===== src/rtl/fetch_unit_if.sv =====
// Bus bundle between the fetch stage, instruction memory and decode/execute.
//
// Handshake rule for the decode side: a word is transferred on a rising edge
// where InstrValid=1 and InstrReady=1 and Branch=0. While InstrValid=1 and no
// transfer has happened, Instr and InstrPC stay stable. A Branch pulse wins
// over a simultaneous InstrReady, and that cycle does not count as a transfer.
interface fetch_unit_if #(
  parameter int ADDR_W = 4,
  parameter int DATA_W = 16
);
  logic              MemRead;
  logic [ADDR_W-1:0] ADDR;
  logic [DATA_W-1:0] MemData;
  logic [DATA_W-1:0] Instr;
  logic              InstrValid;
  logic              InstrReady;
  logic [ADDR_W-1:0] InstrPC;
  logic              Branch;
  logic [ADDR_W-1:0] BranchTarget;

  // Fetch-unit side
  modport master (
    output MemRead, ADDR, Instr, InstrValid, InstrPC,
    input  MemData, InstrReady, Branch, BranchTarget
  );

  // Memory / decode / execute side
  modport slave (
    input  MemRead, ADDR, Instr, InstrValid, InstrPC,
    output MemData, InstrReady, Branch, BranchTarget
  );
endinterface


===== src/rtl/fetch_unit.sv =====
// Instruction fetch stage: holds the PC, issues single-word reads, captures the
// returned word and presents it to decode. A branch redirect squashes any
// in-flight or held fetch.
module fetch_unit #(
  parameter int ADDR_W   = 4,
  parameter int DATA_W   = 16,
  parameter int MEM_LAT  = 1,
  parameter int RESET_PC = 0
) (
  input  logic       CLK,
  input  logic       reset,
  fetch_unit_if.master bus,
  output logic [1:0] o_dbg_state
);

  localparam int CNT_W = (MEM_LAT > 1) ? $clog2(MEM_LAT) : 1;
  localparam logic [CNT_W-1:0] CNT_INIT = CNT_W'(MEM_LAT - 1);

  typedef enum logic [1:0] {
    S_IDLE = 2'd0,
    S_REQ  = 2'd1,
    S_WAIT = 2'd2,
    S_HOLD = 2'd3
  } state_t;

  state_t            r_state;
  logic [ADDR_W-1:0] r_pc;
  logic [DATA_W-1:0] r_instr;
  logic [ADDR_W-1:0] r_instr_pc;
  logic              r_squash;
  logic [CNT_W-1:0]  r_cnt;

  // Sequencer: PC, instruction register, squash flag and latency counter.
  always_ff @(posedge CLK) begin
    if (reset) begin
      r_state    <= S_IDLE;
      r_pc       <= ADDR_W'(RESET_PC);
      r_instr    <= '0;
      r_instr_pc <= '0;
      r_squash   <= 1'b0;
      r_cnt      <= '0;
    end else begin
      case (r_state)
        S_IDLE: begin
          if (bus.Branch) r_pc <= bus.BranchTarget;
          r_state <= S_REQ;
        end
        S_REQ: begin
          r_cnt   <= CNT_INIT;
          r_state <= S_WAIT;
          if (bus.Branch) begin
            r_pc     <= bus.BranchTarget;
            r_squash <= 1'b1;
          end
        end
        S_WAIT: begin
          if (r_cnt == '0) begin
            // Final wait cycle: MemData is valid now. A branch arriving on
            // this very cycle squashes the word just like an earlier one.
            if (r_squash || bus.Branch) begin
              if (bus.Branch) r_pc <= bus.BranchTarget;
              r_squash <= 1'b0;
              r_state  <= S_REQ;
            end else begin
              r_instr    <= bus.MemData;
              r_instr_pc <= r_pc;
              r_pc       <= r_pc + 1'b1;
              r_state    <= S_HOLD;
            end
          end else begin
            r_cnt <= r_cnt - 1'b1;
            if (bus.Branch) begin
              r_pc     <= bus.BranchTarget;
              r_squash <= 1'b1;
            end
          end
        end
        S_HOLD: begin
          if (bus.Branch) begin
            r_pc    <= bus.BranchTarget;
            r_state <= S_REQ;
          end else if (bus.InstrReady) begin
            r_state <= S_REQ;
          end
        end
        default: r_state <= S_IDLE;
      endcase
    end
  end

  // Outputs decoded directly from registered state.
  always_comb begin
    bus.MemRead    = (r_state == S_REQ);
    bus.ADDR       = r_pc;
    bus.Instr      = r_instr;
    bus.InstrPC    = r_instr_pc;
    bus.InstrValid = (r_state == S_HOLD);
    o_dbg_state    = r_state;
  end

endmodule


===== src/flat_wrapper.sv =====
// flat-port wrapper written by rule: the top's interface ports become plain ports
module fetch_unit_flat 
#(
  parameter int ADDR_W   = 4,
  parameter int DATA_W   = 16,
  parameter int MEM_LAT  = 1,
  parameter int RESET_PC = 0
)
  (CLK, reset, o_dbg_state, bus_MemRead, bus_ADDR, bus_Instr, bus_InstrValid, bus_InstrPC, bus_MemData, bus_InstrReady, bus_Branch, bus_BranchTarget);
  fetch_unit_if #(.ADDR_W(ADDR_W), .DATA_W(DATA_W)) bus_i ();
  input  logic CLK;
  input  logic reset;
  output logic [1:0] o_dbg_state;
  output wire logic [$bits(bus_i.MemRead)-1:0] bus_MemRead;
  output wire logic [$bits(bus_i.ADDR)-1:0] bus_ADDR;
  output wire logic [$bits(bus_i.Instr)-1:0] bus_Instr;
  output wire logic [$bits(bus_i.InstrValid)-1:0] bus_InstrValid;
  output wire logic [$bits(bus_i.InstrPC)-1:0] bus_InstrPC;
  input wire logic [$bits(bus_i.MemData)-1:0] bus_MemData;
  input wire logic [$bits(bus_i.InstrReady)-1:0] bus_InstrReady;
  input wire logic [$bits(bus_i.Branch)-1:0] bus_Branch;
  input wire logic [$bits(bus_i.BranchTarget)-1:0] bus_BranchTarget;
  assign bus_MemRead = bus_i.MemRead;
  assign bus_ADDR = bus_i.ADDR;
  assign bus_Instr = bus_i.Instr;
  assign bus_InstrValid = bus_i.InstrValid;
  assign bus_InstrPC = bus_i.InstrPC;
  assign bus_i.MemData = bus_MemData;
  assign bus_i.InstrReady = bus_InstrReady;
  assign bus_i.Branch = bus_Branch;
  assign bus_i.BranchTarget = bus_BranchTarget;
  fetch_unit #(.ADDR_W(ADDR_W), .DATA_W(DATA_W), .MEM_LAT(MEM_LAT), .RESET_PC(RESET_PC)) u_core (.CLK(CLK), .reset(reset), .bus(bus_i), .o_dbg_state(o_dbg_state));
endmodule

===== config.mk =====
export PLATFORM = sky130hd
export DESIGN_NAME = fetch_unit_flat
export DESIGN_NICKNAME = d
export VERILOG_FILES = /design/src/rtl/fetch_unit_if.sv /design/src/rtl/fetch_unit.sv /design/src/flat_wrapper.sv
export SDC_FILE = /design/constraint.sdc
export NUM_CORES = 1
export LEC_CHECK = 0
export ABC_CLOCK_PERIOD_IN_PS = 2180
export BUFFER_PORTS_ARGS = -buffer_cell sky130_fd_sc_hd__buf_2
export CAP_MARGIN = 20
export CORE_MARGIN = 1.5
export CORE_UTILIZATION = 45
export CTS_CLUSTER_DIAMETER = 200
export CTS_CLUSTER_SIZE = 10
export DETAILED_ROUTE_END_ITERATION = 8
export PLACE_DENSITY = 0.89
export SETUP_SLACK_MARGIN = 0.2
export SYNTH_ARGS = -nofsm -noshare
export SYNTH_HDL_FRONTEND = slang
export SYNTH_SLANG_ARGS = --single-unit

===== constraint.sdc =====
create_clock -name CLK -period 2.18 [get_ports CLK]
set_clock_uncertainty 0.2 [all_clocks]
set_input_delay 0.436 -clock CLK [delete_from_list [all_inputs] [get_ports CLK]]
set_output_delay 0.436 -clock CLK [all_outputs]
set_load 0.01 [all_outputs]

==> impl_metrics.json, run 1 <==
{
  "clockBufferDepth": 2,
  "worstSetupStartpointType": "flop",
  "synth_area_mm2": 0.00110,
  "maxCapViolCount": 0,
  "grt_pass1_vias": 931,
  "grt.met2_usage_pct": 34.2,
  "maxSlewHeadroom_pct": 57.5,
  "portBuffers": 51,
  "combPwrFrac_pct": 11.4,
  "vias": 1068,
  "core.rowCount": 17,
  "drc": 0,
  "synth_edf_count": 0,
  "timing.setup.tns_ns": 0,
  "post_cts_buffers": 0,
  "p_leak_nw": 0.637,
  "grtUsageMet1_pct": 20.7,
  "p_sw_uw": 203,
  "grt_setup_unrepaired": "no",
  "path_max_fanout": 5,
  "cts_tree": "done",
  "htree_levels": 1,
  "grt_max_degree": 29,
  "clock-sinks": 27,
  "setup_violations": 0,
  "clockPowerShare_pct": 25.2,
  "place_ws_ns": 0.0591,
  "ys_top_cells_by_count": "40 x nand2_1, 27 x dfxtp_1, 21 x a21oi_1",
  "sw_frac_of_total_pct": 24.6,
  "fp.dieW_um": 52.5,
  "grt_antenna_before_repair": 0,
  "ir_drop_mv": 0.303,
  "cts_root_buffer": "clkbuf_4",
  "track_usage_pct": 18.4,
  "fmax_mhz": 540,
  "syn_nets": 161,
  "synth_seq_cells": 27,
  "pwr_density_cell_mw_per_mm2": 586,
  "syn_area_per_cell_um2": 8.41,
  "crit_required_ns": 1.54,
  "yosysMostFrequentCell": "nand2_1",
  "drt-pass1-iter-count": 5,
  "insertion_delay_ns": 0.31,
  "pwr-share-seq_pct": 63.4,
  "overflow": 0,
  "io_pins": 52,
  "crit_path_end_kind": "output port",
  "timing.final.ws_setup_ns": 0.329,
  "grt_pass1_wl_um": 3820,
  "fin_crit_ns": 1.85,
  "syn_inst": 131,
  "synth_warnings": 0,
  "fin_crit_sh_pct": 84.9,
  "dr.first_iter.drc_count": 28,
  "use_met3_pct": 3.71,
  "gp_congestion": 0.730,
  "worst_pin_slew_ns": 0.635,
  "wl_per_cell_um": 12.5,
  "worstSetupPathType": "reg -> out",
  "slew_violations": 0,
  "dieHeight_um": 52.5,
  "cts_buffers": 3,
  "yosysTopAreaCell": "dfxtp_1",
  "synth_area_leaders": "dfxtp_1 49%, nand2_1 14%, a21oi_1 9.5%",
  "drt-vias-per-instance": 5.13,
  "drt-total-wl_um": 2590,
  "diodes": 0,
  "die_area_mm2": 0.00276,
  "final_util_pct": 62.5,
  "ys_types": 24,
  "async_flop_share_pct": 0,
  "hold_viol_final": 0,
  "path_clk_slew_ns": 0.13,
  "critPathArrivalTime_ns": 1.22,
  "hold_class": "in -> reg",
  "place_inst": 203,
  "drive_gt1_share_pct": 32.2,
  "status": "finished, final reports clean",
  "final_cells": 208,
  "ys_seq_area_share_pct": 49.0,
  "power.internal_uw": 622,
  "ys.flop_type": "dfxtp_1",
  "synth_top_area_share_pct": 49.0,
  "initial_core_util_pct": 48.9,
  "area_delta_synth_final_pct": 27.8,
  "ant_nets": 0,
  "core_region_area_mm2": 0.00225,
  "final_net_count": 211,
  "dp_hpwl_um": 1840,
  "gr-max-usage-layer": "met2"
}
[stage by stage]
| stage | hold slack (ns) | instance area (µm²) | total power [mW] |
|---|---|---|---|
| after floorplan | 0.281 | 1100 | 0.580 |
| after global placement | 0.239 | 1360 | 0.620 |
| after detailed placement | 0.244 | 1360 | 0.624 |
| after CTS | 0.139 | 1390 | 0.825 |
| after global routing | 0.133 | 1410 | 0.867 |
| final | 0.142 | 1410 | 0.825 |
[power by group through the flow]
stage	sequential [mW]	combinational [mW]	clock, mW
floorplan	0.536	0.0444	0
finish	0.523	0.0942	0.208
detailed placement	0.533	0.0911	0
global placement	0.532	0.0881	0
global route	0.526	0.105	0.236
CTS	0.522	0.0927	0.210
[critical path, stage by stage (launching register included)]
cell and delay, ns:
dfxtp_1 0.43, inv_1 0.10, ha_1 0.22, buf_2 0.15
[cell families after synthesis]
kind of cell / after synthesis / share of synthesized area [%]
buffers and inverters: 12 / 4.54
multiplexers: 1 / 0.908
flip-flops: 27 / 49.0
AND/OR/NAND/NOR: 54 / 22.1
XOR/XNOR: 2 / 1.59
AO/OA/AOI/OAI: 29 / 15.0
adder cells (fa/ha/maj): 6 / 6.81
[area by class of cell]
| cell class | count | area [µm²] |
|---|---|---|
| Timing Repair Buffer | 51 | 255 |
| Fill cell | 210 | 846 |
| Tap cell | 28 | 35.0 |
| Inverter | 5 | 18.8 |
| Multi-Input combinational cell | 93 | 533 |
| Clock buffer | 4 | 26.3 |
| Sequential cell | 27 | 541 |
[state kept, by name (all words and copies together) (netlist names)]
signal,count
u_core.bus.ADDR,4
u_core.bus.Instr,16
u_core.bus.InstrPC,4
u_core.o_dbg_state,2
u_core.r_squash,1
[what timing repair did]
action                     in CTS  in global routing
gates resized for setup         1                  2
cloned                          0                  1
setup endpoints to repair      21                 21
hold buffers                    0                  0
[worst paths after layout]
kind,start,to,slack [ns],cells after the start
setup / recovery,u_core.o_dbg_state[1]$_SDFFE_PP0P_,bus_MemRead,0.33,3
setup reg to reg,u_core.o_dbg_state[0]$_SDFFE_PP0P_,u_core.bus.InstrPC[1]$_SDFFE_PP0P_,0.35,5
hold reg to reg,u_core.bus.Instr[3]$_SDFFE_PP0P_,u_core.bus.Instr[3]$_SDFFE_PP0P_,0.26,2
hold / removal,bus_MemData[9],u_core.bus.Instr[9]$_SDFFE_PP0P_,0.14,3
[routing by layer]
layer	routed length, µm	part of all wire, %
met1	1120	43
met2	1260	49
met3	194	7.5
met4	18	0.69
met5	0	0
[layout by cell type (no fill, tap or decap)]
cell        n
a211oi_1    4
a21oi_1    21
a311oi_1    1
and2b_1     1
buf_2      51
clkbuf_1    1
clkbuf_4    3
dfxtp_1    27
ha_1        6
inv_1       5
mux2i_1     1
nand2_1    40
nand2b_4    1
nand3_1     1
nand3b_1    1
nor2_1      5
nor3_1      1
nor3b_2     1
nor3b_4     1
o2111ai_1   1
o21ai_0     1
o31ai_1     1
or3_1       1
or3b_1      1
or3b_4      1
xnor2_1     1
xor2_1      1
No activity file was read; power rests on OpenSTA's default activity.
==> run 2, diff against run 1 <==
ABC_AREA = 1   (was unset)
ABC_CLOCK_PERIOD_IN_PS = 1700   (was 2180)
CORE_UTILIZATION = 41   (was 45)
PLACE_DENSITY = 0.85   (was 0.89)
clock period = 1.7 ns   (was 2.18 ns; I/O delays follow)
==> run 2 against run 1 <==
  * Clock power is 34% higher
  * Die area is 14% higher
  * Synthesized area is 5.1% higher
  * Hold slack worse by 0.10 ns
  * Combinational power is 100% higher
  * Via count is 9.6% higher
  * Power is 39% higher
  * Synthesized cell count is 18% higher
  * Final area is 13% higher
  * Sequential share of layout area is 3.6 points lower
  * Register-to-register slack worse by 0.11 ns
  * Critical path type unchanged
  * Critical endpoint unchanged
  * Largest cell class is now multi-input combinational cells
==> impl_metrics.json, run 2 <==
{
  "clock-sinks": 27,
  "syn_area_per_cell_um2": 7.52,
  "combPwrFrac_pct": 16.5,
  "pwr_density_cell_mw_per_mm2": 722,
  "worst_pin_slew_ns": 0.230,
  "hold_viol_final": 0,
  "grt_antenna_before_repair": 0,
  "fin_crit_sh_pct": 93.8,
  "grt_max_degree": 21,
  "syn_inst": 154,
  "crit_path_end_kind": "output port",
  "yosysMostFrequentCell": "nor2_1",
  "whs_endpoint": "u_core.bus.Instr[6]$_SDFFE_PP0P_",
  "synth_top_area_share_pct": 46.7,
  "maxSlewHeadroom_pct": 84.6,
  "overflow": 0,
  "dp_hpwl_um": 1870,
  "cpPeakStageDelay_ns": 0.42,
  "clockBufferDepth": 2,
  "power.internal_uw": 841,
  "core_region_area_mm2": 0.00271,
  "place_inst": 233,
  "grt_pass1_vias": 1005,
  "vias": 1170,
  "dieHeight_um": 56.2,
  "synth_area_mm2": 0.00116,
  "core.rowCount": 19,
  "syn_nets": 184,
  "cts_buffers": 3,
  "fmax_mhz": 627,
  "sw_frac_of_total_pct": 26.9,
  "slew_violations": 0,
  "drt-vias-per-instance": 4.80,
  "crit_required_ns": 1.16,
  "synth_edf_count": 0,
  "drt-met1-wl_um": 1190,
  "pwr-share-seq_pct": 59.3,
  "ant_nets": 0,
  "highest_layer": "met4",
  "gp_congestion": 0.762,
  "clockPowerShare_pct": 24.2,
  "final_common_cell": "nor2_1",
  "grt_pass1_wl_um": 4510,
  "cp_slowest_cell": "dfxtp_4",
  "io_pins": 52,
  "ys_seq_area_share_pct": 46.7,
  "dr.first_iter.drc_count": 30,
  "fp.dieW_um": 56.2,
  "setup_violations": 0,
  "ys.flop_type": "dfxtp_1",
  "critPathLaunch": "u_core.o_dbg_state[1]$_SDFFE_PP0P_",
  "path_max_fanout": 4,
  "dr_wl_met3_um": 172,
  "drive_gt1_share_pct": 36.6,
  "maxCapViolCount": 0,
  "critical_path.cell_chain": "inv_4 > ha_4 > buf_6",
  "status": "finished, final reports clean",
  "worstSetupPathType": "reg -> out",
  "power_mw": 1.15,
  "critPathArrivalTime_ns": 1.05,
  "timing.setup.tns_ns": 0,
  "ys_types": 18,
  "worstSetupStartpointType": "flop",
  "ys_top_cells_by_count": "51 x nor2_1, 27 x dfxtp_1, 18 x nand2_1",
  "synth_seq_cells": 27,
  "holdCritStartpoint": "bus_MemData[6]",
  "grt_setup_unrepaired": "yes",
  "drt-pass1-iter-count": 4,
  "drc": 0,
  "fillers": 271,
  "p_leak_nw": 0.804,
  "async_flop_share_pct": 0,
  "reg2reg_to": "u_core.bus.Instr[1]$_SDFFE_PP0P_",
  "p_sw_uw": 309,
  "htree_levels": 1,
  "initial_core_util_pct": 42.8,
  "track_usage_pct": 18.1,
  "cts_tree": "done",
  "min_path_cells": 3,
  "cts_root_buffer": "clkbuf_4",
  "final_net_count": 244,
  "synth_warnings": 0,
  "ir_drop_mv": 0.459,
  "diodes": 0,
  "largest_register_ffs": 16,
  "wl_per_cell_um": 11.2,
  "area_delta_synth_final_pct": 37.5,
  "hold_class": "in -> reg",
  "reg2regPathDepth": 6,
  "mostFrequentLayoutCells": "51 x nor2_1, 49 x buf_2, 21 x dfxtp_1",
  "final_cells": 244,
  "die_area_mm2": 0.00315,
  "insertion_delay_ns": 0.33,
  "portBuffers": 51,
  "fin_crit_ns": 1.59,
  "worstReg2RegStart": "u_core.o_dbg_state[1]$_SDFFE_PP0P_",
  "path_clk_slew_ns": 0.14,
  "synth_area_leaders": "dfxtp_1 47%, nor2_1 17%, o21ai_0 7.3%",
  "dr_wl_met2_um": 1300,
  "yosysTopAreaCell": "dfxtp_1",
  "drt-total-wl_um": 2720,
  "r2r_slack_ns": 0.24
}
## run 2: changes by cell type after synthesis, sizes merged, moves of 2 or more
cell | before | now
nor2 | 5 | 52
nand2 | 40 | 19
o21ai | 1 | 22
a21oi | 21 | 1
inv | 5 | 12
a211oi | 4 | 0
nand3 | 1 | 5
clkbuf | 3 | 1
nand4 | 0 | 2
or3b | 2 | 0
## run 2: cells by family (layout without fill, tap and decap cells)
| logic type | Yosys count | in the layout | synth area share, % |
|---|---|---|---|
| xor gates and xnor gates | 1 | 1 | 0.756 |
| and+or+nand+nor | 79 | 79 | 27.6 |
| buffers and inverters | 18 | 77 | 8.53 |
| DFF | 27 | 27 | 46.7 |
| AOI/OAI and AO/OA | 23 | 23 | 9.93 |
| adders and majority gates | 6 | 6 | 6.48 |
## run 2: worst max-delay path by stage
stage	slack [ns]	end	cells after the start
after floorplan	0.25	u_core.bus.Instr[0]$_SDFFE_PP0P_	7
after global placement	0.16	u_core.bus.InstrPC[3]$_SDFFE_PP0P_	6
after detailed placement	0.10	u_core.bus.Instr[7]$_SDFFE_PP0P_	6
after CTS	0.11	bus_MemRead	3
after global routing	0.07	bus_MemRead	3
final	0.11	bus_MemRead	3
## run 2: metal layers
metal	global-route usage, %	vias to the layer above
met2	29.6	41
met5	0	-
met4	7.48	0
met1	23.2	517
li1	-	605
met3	3.49	7
## run 2: critical path: cells and delay by family (launching register included)
family | cells | cell delay (ns)
adders and majority gates | 1 | 0.15
DFF | 1 | 0.42
buffers and inverters | 2 | 0.16
## run 2: repair_timing
action / CTS / global route
resized for setup: 17 / 11
endpoints found under the hold margin: 1 / 0
setup endpoints to repair: 24 / 26
setup buffers: 3 / 3
hold buffers: 1 / 0
## run 2: power by group through the flow
stage / clock network [mW] / logic, mW / registers (mW)
2_1_floorplan: 0 / 0.0819 / 0.698
3_3_place_gp: 0 / 0.152 / 0.690
3_5_place_dp: 0 / 0.155 / 0.691
4_1_cts: 0.289 / 0.173 / 0.680
5_1_grt: 0.317 / 0.213 / 0.686
6_report: 0.278 / 0.190 / 0.682
## run 2: stage by stage
step | hold slack, ns | setup slack (ns) | instance area, µm² | utilization (%)
2_1_floorplan | 0.219 | 0.245 | 1160 | -
3_3_place_gp | 0.260 | 0.164 | 1420 | 52.4
3_5_place_dp | 0.267 | 0.101 | 1420 | 52.4
4_1_cts | 0.0393 | 0.114 | 1540 | 56.6
5_1_grt | 0.0459 | 0.0651 | 1590 | 58.8
6_report | 0.0386 | 0.106 | 1590 | 58.8
## run 2: final cells by class
| type | count | area [µm²] | share of cell area, % |
|---|---|---|---|
| sequential | 27 | 553 | 34.7 |
| inverter | 12 | 52.6 | 3.30 |
| tap | 31 | 38.8 | 2.44 |
| multi-input combinational | 109 | 573 | 36.0 |
| clock buffer | 4 | 26.3 | 1.65 |
| timing repair buffer | 61 | 349 | 21.9 |
